File: config.mk
export PLATFORM = sky130hd
export DESIGN_NAME = r4u3_tw_ctrl_flat
export DESIGN_NICKNAME = d
export VERILOG_FILES = /design/src/rtl/r4u3_tw_ctrl_if.sv /design/src/rtl/r4u3_tw_ctrl.sv /design/src/flat_wrapper.sv
export SDC_FILE = /design/constraint.sdc
export NUM_CORES = 1
export LEC_CHECK = 0
export ABC_CLOCK_PERIOD_IN_PS = 3650
export CAP_MARGIN = 20
export CORE_MARGIN = 1.5
export CORE_UTILIZATION = 47
export CTS_CLUSTER_SIZE = 10
export DETAILED_ROUTE_END_ITERATION = 7
export PLACE_DENSITY = 0.88
export SETUP_SLACK_MARGIN = 0.1
export SLEW_MARGIN = 20
export SYNTH_ARGS = -nofsm -noshare
export SYNTH_HDL_FRONTEND = slang
export SYNTH_SLANG_ARGS = --single-unit
File: constraint.sdc
create_clock -name clk -period 3.65 [get_ports clk]
set_clock_uncertainty 0.2 [all_clocks]
set_input_delay 0.73 -clock clk [delete_from_list [all_inputs] [get_ports clk]]
set_output_delay 0.73 -clock clk [all_outputs]
set_load 0.01 [all_outputs]
File: src/rtl/r4u3_tw_ctrl_if.sv
// r4u3_tw_ctrl_if -- bus bundle for the unit-3 twiddle sequencer.
//   din_valid/din_sop : butterfly output sample strobe and frame start
//   rom_addr/rom_data : combinational twiddle ROM port
//   tw_*              : registered twiddle toward the complex multiplier
//   sop_err           : sticky missing-frame-start flag
//   ifft              : inverse-transform select (only with R4U3_IFFT_EN)
// slave modport is the sequencer's view; master is the surrounding logic.
`ifndef COEF_WIDTH
`define COEF_WIDTH 16
`endif

interface r4u3_tw_ctrl_if #(
   parameter int CW = `COEF_WIDTH
);
   logic              din_valid;
   logic              din_sop;
   logic [6:0]        rom_addr;
   logic [2*CW-1:0]   rom_data;
   logic              tw_valid;
   logic [2*CW-1:0]   tw_data;
   logic              tw_sop;
   logic              tw_eop;
   logic              sop_err;
`ifdef R4U3_IFFT_EN
   logic              ifft;
`endif

   modport slave (
      input  din_valid, din_sop, rom_data,
`ifdef R4U3_IFFT_EN
      input  ifft,
`endif
      output rom_addr, tw_valid, tw_data, tw_sop, tw_eop, sop_err
   );

   modport master (
      output din_valid, din_sop, rom_data,
`ifdef R4U3_IFFT_EN
      output ifft,
`endif
      input  rom_addr, tw_valid, tw_data, tw_sop, tw_eop, sop_err
   );
endinterface

File: src/rtl/r4u3_tw_ctrl.sv
// r4u3_tw_ctrl -- twiddle-factor sequencer for pipeline FFT radix-4 unit 3.
// Counts valid samples per 4L-sample frame as (leg k, position n), drives
// the twiddle ROM address k*n (built incrementally, no multiplier) and
// registers the returned coefficient so it lines up with its sample one
// cycle later at the multiplier.
// Ports:
//   clk  : rising-edge clock
//   rst  : asynchronous active-high reset
//   bus  : r4u3_tw_ctrl_if.slave (sample strobe in, ROM port, twiddle out)
// Optional feature macro R4U3_IFFT_EN: adds bus.ifft; when high the
// imaginary part is negated with saturation of the most negative value.
`ifndef COEF_WIDTH
`define COEF_WIDTH 16
`endif

module r4u3_tw_ctrl #(
   parameter int LOG2_L = 5,
   parameter int CW     = `COEF_WIDTH
) (
   input  logic              clk,
   input  logic              rst,
   r4u3_tw_ctrl_if.slave     bus
);

   localparam logic [0:0] IDLE = 1'b0;
   localparam logic [0:0] RUN  = 1'b1;

   logic [0:0]        state;
   logic [1:0]        k;
   logic [LOG2_L-1:0] n;
   logic [6:0]        acc;

   logic              tw_valid_q, tw_sop_q, tw_eop_q, sop_err_q;
   logic [2*CW-1:0]   tw_data_q;
   logic [2*CW-1:0]   tw_next;

   logic sample, start, n_wrap, last;

   assign sample = bus.din_valid;
   assign start  = bus.din_valid & bus.din_sop;
   assign n_wrap = (n == {LOG2_L{1'b1}});
   assign last   = (k == 2'd3) && n_wrap;

   // A frame start always uses address 0, even if it aborts a running frame.
   assign bus.rom_addr = (state == RUN && !start) ? acc : 7'd0;

`ifdef R4U3_IFFT_EN
   logic [CW-1:0] im, im_neg;
   always_comb begin
      im = bus.rom_data[CW-1:0];
      // -(-2^(CW-1)) is not representable; clamp to the largest positive.
      if (im == {1'b1, {(CW-1){1'b0}}})
         im_neg = {1'b0, {(CW-1){1'b1}}};
      else
         im_neg = -im;
      tw_next = bus.ifft ? {bus.rom_data[2*CW-1:CW], im_neg} : bus.rom_data;
   end
`else
   assign tw_next = bus.rom_data;
`endif

   always_ff @(posedge clk or posedge rst) begin
      if (rst) begin
         state      <= IDLE;
         k          <= '0;
         n          <= '0;
         acc        <= '0;
         tw_valid_q <= 1'b0;
         tw_sop_q   <= 1'b0;
         tw_eop_q   <= 1'b0;
         tw_data_q  <= '0;
         sop_err_q  <= 1'b0;
      end else begin
         tw_valid_q <= sample;
         tw_sop_q   <= start;
         // An aborted frame never reaches its last sample, so no eop for it.
         tw_eop_q   <= sample & ~bus.din_sop & (state == RUN) & last;
         if (sample) begin
            tw_data_q <= tw_next;
            if (bus.din_sop) begin
               state <= RUN;
               k     <= '0;
               n     <= LOG2_L'(1);
               acc   <= '0;
            end else if (state == IDLE) begin
               // Orphan sample: served with address 0, frame not started.
               sop_err_q <= 1'b1;
            end else if (last) begin
               state <= IDLE;
               k     <= '0;
               n     <= '0;
               acc   <= '0;
            end else if (n_wrap) begin
               k   <= k + 2'd1;
               n   <= '0;
               acc <= '0;
            end else begin
               // acc tracks k*n: one more step along leg k adds k.
               n   <= n + LOG2_L'(1);
               acc <= acc + {5'd0, k};
            end
         end
      end
   end

   assign bus.tw_valid = tw_valid_q;
   assign bus.tw_data  = tw_data_q;
   assign bus.tw_sop   = tw_sop_q;
   assign bus.tw_eop   = tw_eop_q;
   assign bus.sop_err  = sop_err_q;

endmodule

File: src/flat_wrapper.sv
// flat-port wrapper written by rule: the top's interface ports become plain ports
module r4u3_tw_ctrl_flat 
#(
   parameter int LOG2_L = 5,
   parameter int CW     = `COEF_WIDTH
)
  (clk, rst, bus_din_valid, bus_din_sop, bus_rom_data, bus_rom_addr, bus_tw_valid, bus_tw_data, bus_tw_sop, bus_tw_eop, bus_sop_err);
  r4u3_tw_ctrl_if #(.CW(CW)) bus_i ();
  input  logic clk;
  input  logic rst;
  input wire logic [$bits(bus_i.din_valid)-1:0] bus_din_valid;
  input wire logic [$bits(bus_i.din_sop)-1:0] bus_din_sop;
  input wire logic [$bits(bus_i.rom_data)-1:0] bus_rom_data;
  output wire logic [$bits(bus_i.rom_addr)-1:0] bus_rom_addr;
  output wire logic [$bits(bus_i.tw_valid)-1:0] bus_tw_valid;
  output wire logic [$bits(bus_i.tw_data)-1:0] bus_tw_data;
  output wire logic [$bits(bus_i.tw_sop)-1:0] bus_tw_sop;
  output wire logic [$bits(bus_i.tw_eop)-1:0] bus_tw_eop;
  output wire logic [$bits(bus_i.sop_err)-1:0] bus_sop_err;
  assign bus_i.din_valid = bus_din_valid;
  assign bus_i.din_sop = bus_din_sop;
  assign bus_i.rom_data = bus_rom_data;
  assign bus_rom_addr = bus_i.rom_addr;
  assign bus_tw_valid = bus_i.tw_valid;
  assign bus_tw_data = bus_i.tw_data;
  assign bus_tw_sop = bus_i.tw_sop;
  assign bus_tw_eop = bus_i.tw_eop;
  assign bus_sop_err = bus_i.sop_err;
  r4u3_tw_ctrl #(.LOG2_L(LOG2_L), .CW(CW)) u_core (.clk(clk), .rst(rst), .bus(bus_i));
endmodule
==> results.txt <==
* Outcome: finished, final reports clean
- Synthesis produced a netlist with a net count of approximately 210.
- Cell row count: 24
- EDFF count, synth: 0
* Delay of the slowest cell on the worst path: ~0.55 ns
- In the finished design, the share of the clock period the worst path needs comes to around nine tenths.
- Once the clock tree was built, the setup fixing pass inserted 0 buffers.
- STA classifies the critical path endpoint as a primary output.
- GRT Util Overall: a little under a fifth
- The number of slew-limit violations in the final report is 0.
* Ys Warns: 0
- Timing would allow up to just over 300 MHz.
- For this run, the detailed router's first-pass iteration total came to 4.
- Wires add up to about 4400 µm.
- Sequential element share of the synthesized area: 59.06%
* Count of different cell masters after synthesis: 31
- Core region area: roughly 0.0044 mm²
* Most common cell after layout, fill and taps aside: sky130_fd_sc_hd__clkdlybuf4s50_1
- In the synthesized netlist the dominant register cell turns out to be sky130_fd_sc_hd__dfrtp_1.
- Initial DRC Count: between 60 and 70
* Largest buffer count on any clock path: 2
- Least-Margin Pin Slew: roughly 0.87 ns
- The worst hold path begins at u_core.bus.sop_err$_DFFE_PP0P_.
* Number of port buffers: between 70 and 80
- Post-route ant nets: 0
* Clock tree from TritonCTS: yes
- Avg Synthesized Cell Area: between 10 and 15 µm²
- Entering global routing, the biggest net connects 52 pins.
- Vias after detailed routing: about 1600
* Quantity of gates resized following cts: 0
* Post-synthesis sequential element count: 51
- Max Fanout on Critical Path: 7
- The worst setup path is of the input pin to primary output kind.
- For this design the static power due to leakage is 1.327 nW.
- Min Clock Period, post-route: about 3.3 ns
- 0 antenna diodes ended up in the layout.
- STA puts the critical path data required time at 2.72 ns.
- For the worst-skew pair, the clock arrives at the later sink with an insertion delay of ~0.3 ns.
- Starting density of the core: approximately half
* Hpwl dp: ~3100 µm
- The congestion estimate from routability-driven global placement came to roughly 0.79.
- After clock tree synthesis, the clock-pin slew on the worst setup and hold paths is about 0.080 ns.
- Buffers inserted to repair hold after CTS numbered 0.
- Relative slew slack: a little over two fifths
- Critical Path Start: bus_din_sop
* Hold Fails Final Rpt: 0
* Count of buffer and inverter cells on the critical path: 2
* Count of clock tree sinks: 51
- Traced cell by cell, the critical path runs through clkdlybuf4s50_1 > and2_1 > nor2b_1 > and2_1 > clkdlybuf4s50_1.
* Instance count of the mapped netlist: around 170
- Average via count per standard cell: around 5.2
- Boundary Pins: 79
- Global-route wire length before repair: 7493 µm
- Class of the worst hold path: flip-flop to flip-flop
- Wire length per cell: around 15 µm
- The number of antenna violations at the first check in global routing is 0.
* Number of H-tree branching levels: 2
- The die is slightly above 70 µm tall.
- Netlist Area Pre-Place: 0.002161 mm²
- Max-cap violations in this run came to 0.
- Clock tree synthesis selected as its root buffer the cell sky130_fd_sc_hd__clkbuf_8.
- Among cell families on the critical path, the largest total delay comes from buffers and inverters.
- For this design, the slowest cell found on the critical path is sky130_fd_sc_hd__clkdlybuf4s50_1.
* Post-Route Setup TNS: 0 ns
* Final #Nets: 289
- The worst-case IR drop observed on VDD is roughly 0.32 mV.
- Global routing finished with a remaining overflow of 0.
- Setup Viol. Count Final: 0
- Commonest cells after routing, fill and taps aside: 77 x sky130_fd_sc_hd__clkdlybuf4s50_1, 51 x sky130_fd_sc_hd__dfrtp_1, 28 x sky130_fd_sc_hd__mux2_1
- Share of final-layout standard cells stronger than drive strength 1: between 7 and 8%
* Critical Path Start Type: input pin
- Measured along the x axis, the die boundary spans about 70 µm.
- Clock tree synthesis inserted a total of 5 buffers.
* Signal arrival time at the worst endpoint: ~2.4 ns
- Dividing total power by cell area gives a power density of between 400 and 500 mW/mm².
- Relative to the synthesized area, the layout overhead comes to 44.18%.
- The floorplan step defined a die boundary enclosing roughly 0.005 mm².
- RSZ-0062 raised after global routing: no
- The number of global-route vias before repair was about 1700.
- After detailed routing, the number of remaining DRC violations is 0.
- Crit Reg-Reg Startpoint: u_core.n[0]$_DFFE_PP0P_
- Counting flops with an async set or reset pin after synthesis yields a share of 100.0%.
- Hold is met by ~0.27 ns.
-- metal layers --
metal  track usage (%)  share of wire [%]  up-vias
met4             4.193               0.32        0
met5                 0                  0        -
met1             21.90                 43      764
met2             34.06                 50       51
li1                  -                  -      746
met3             5.556                6.2        2
-- final timing paths --
| check | end | slack (ns) | cells past startpoint |
|---|---|---|---|
| setup / recovery | bus_rom_addr[3] | 0.37 | 5 |
| hold / removal | u_core.bus.sop_err$_DFFE_PP0P_ | 0.27 | 1 |
| setup reg to reg | u_core.k[0]$_DFFE_PP0P_ | 1.49 | 6 |
| hold reg to reg | u_core.bus.sop_err$_DFFE_PP0P_ | 0.27 | 1 |
| max in group asynchronous | u_core.bus.tw_data[6]$_DFFE_PP0P_ | 2.03 | 2 |
| min in group asynchronous | u_core.bus.tw_data[25]$_DFFE_PP0P_ | 0.70 | 2 |
-- area by class of cell --
type,instances,area [µm²]
clock buffer,6,72.57
fill,328,1269
clock inverter,2,60.06
inverter,4,16.27
multi-input combinational,104,834.6
tap,52,65.06
sequential,51,1276
timing repair buffer,80,790.8
-- cells in the mapped netlist, types with 2 or more instances --
master	count	share of area, %
sky130_fd_sc_hd__a21oi_1	8	1.9
sky130_fd_sc_hd__o31ai_1	2	0.69
sky130_fd_sc_hd__a21o_1	2	0.69
sky130_fd_sc_hd__ha_1	6	3.5
sky130_fd_sc_hd__or3_1	3	0.87
sky130_fd_sc_hd__nor2b_1	2	0.58
sky130_fd_sc_hd__o211ai_1	2	0.69
sky130_fd_sc_hd__nor2_1	6	1.0
sky130_fd_sc_hd__inv_1	3	0.52
sky130_fd_sc_hd__and2_1	8	2.3
sky130_fd_sc_hd__mux2_2	5	2.6
sky130_fd_sc_hd__nand2_1	7	1.2
sky130_fd_sc_hd__or4_1	2	0.69
sky130_fd_sc_hd__nand3_1	3	0.69
sky130_fd_sc_hd__mux2_1	28	15
sky130_fd_sc_hd__o21ai_0	7	1.6
sky130_fd_sc_hd__buf_2	7	1.6
sky130_fd_sc_hd__dfrtp_1	51	59
sky130_fd_sc_hd__and3_1	2	0.58
-- through the flow --
| step | setup WS [ns] | cells | cell area [µm²] | utilization, % | total power, W |
|---|---|---|---|---|---|
| 6_report | 0.3715 | 299 | 3115 | 71.06 | 0.001400 |
| 5_1_grt | 0.2450 | 299 | 3115 | 71.06 | 0.001474 |
| 4_1_cts | 0.3517 | 299 | 3114 | 71.03 | 0.001418 |
| 3_5_place_dp | 0.3517 | 291 | 2982 | 68.01 | 0.0009626 |
| 3_3_place_gp | 0.4186 | 291 | 2982 | 68.01 | 0.0009496 |
| 2_1_floorplan | 1.257 | 166 | 2161 | - | 0.0007997 |
-- registers in the layout, summed over array words and instances (netlist names) --
name / count
u_core.state: 1
u_core.acc: 7
u_core.bus.tw_sop: 1
u_core.k: 2
u_core.n: 5
u_core.bus.sop_err: 1
u_core.bus.tw_valid: 1
u_core.bus.tw_data: 32
u_core.bus.tw_eop: 1
-- power by group --
part           switching (W)  internal (W)  total, W
sequential         0.0000441      0.000624  0.000668
combinational       0.000112      0.000166  0.000278
clock               0.000180      0.000274  0.000454
total               0.000336       0.00106   0.00140
-- cells by family after synthesis --
family | after synthesis | synth area share [%]
flops | 51 | 59.06
simple gates | 35 | 8.570
mux | 33 | 17.20
compound gates | 27 | 7.643
buf+inv | 11 | 2.316
fa+ha+maj | 7 | 4.401
xor+xnor | 2 | 0.8108
(Power assumes the default switching activity.)
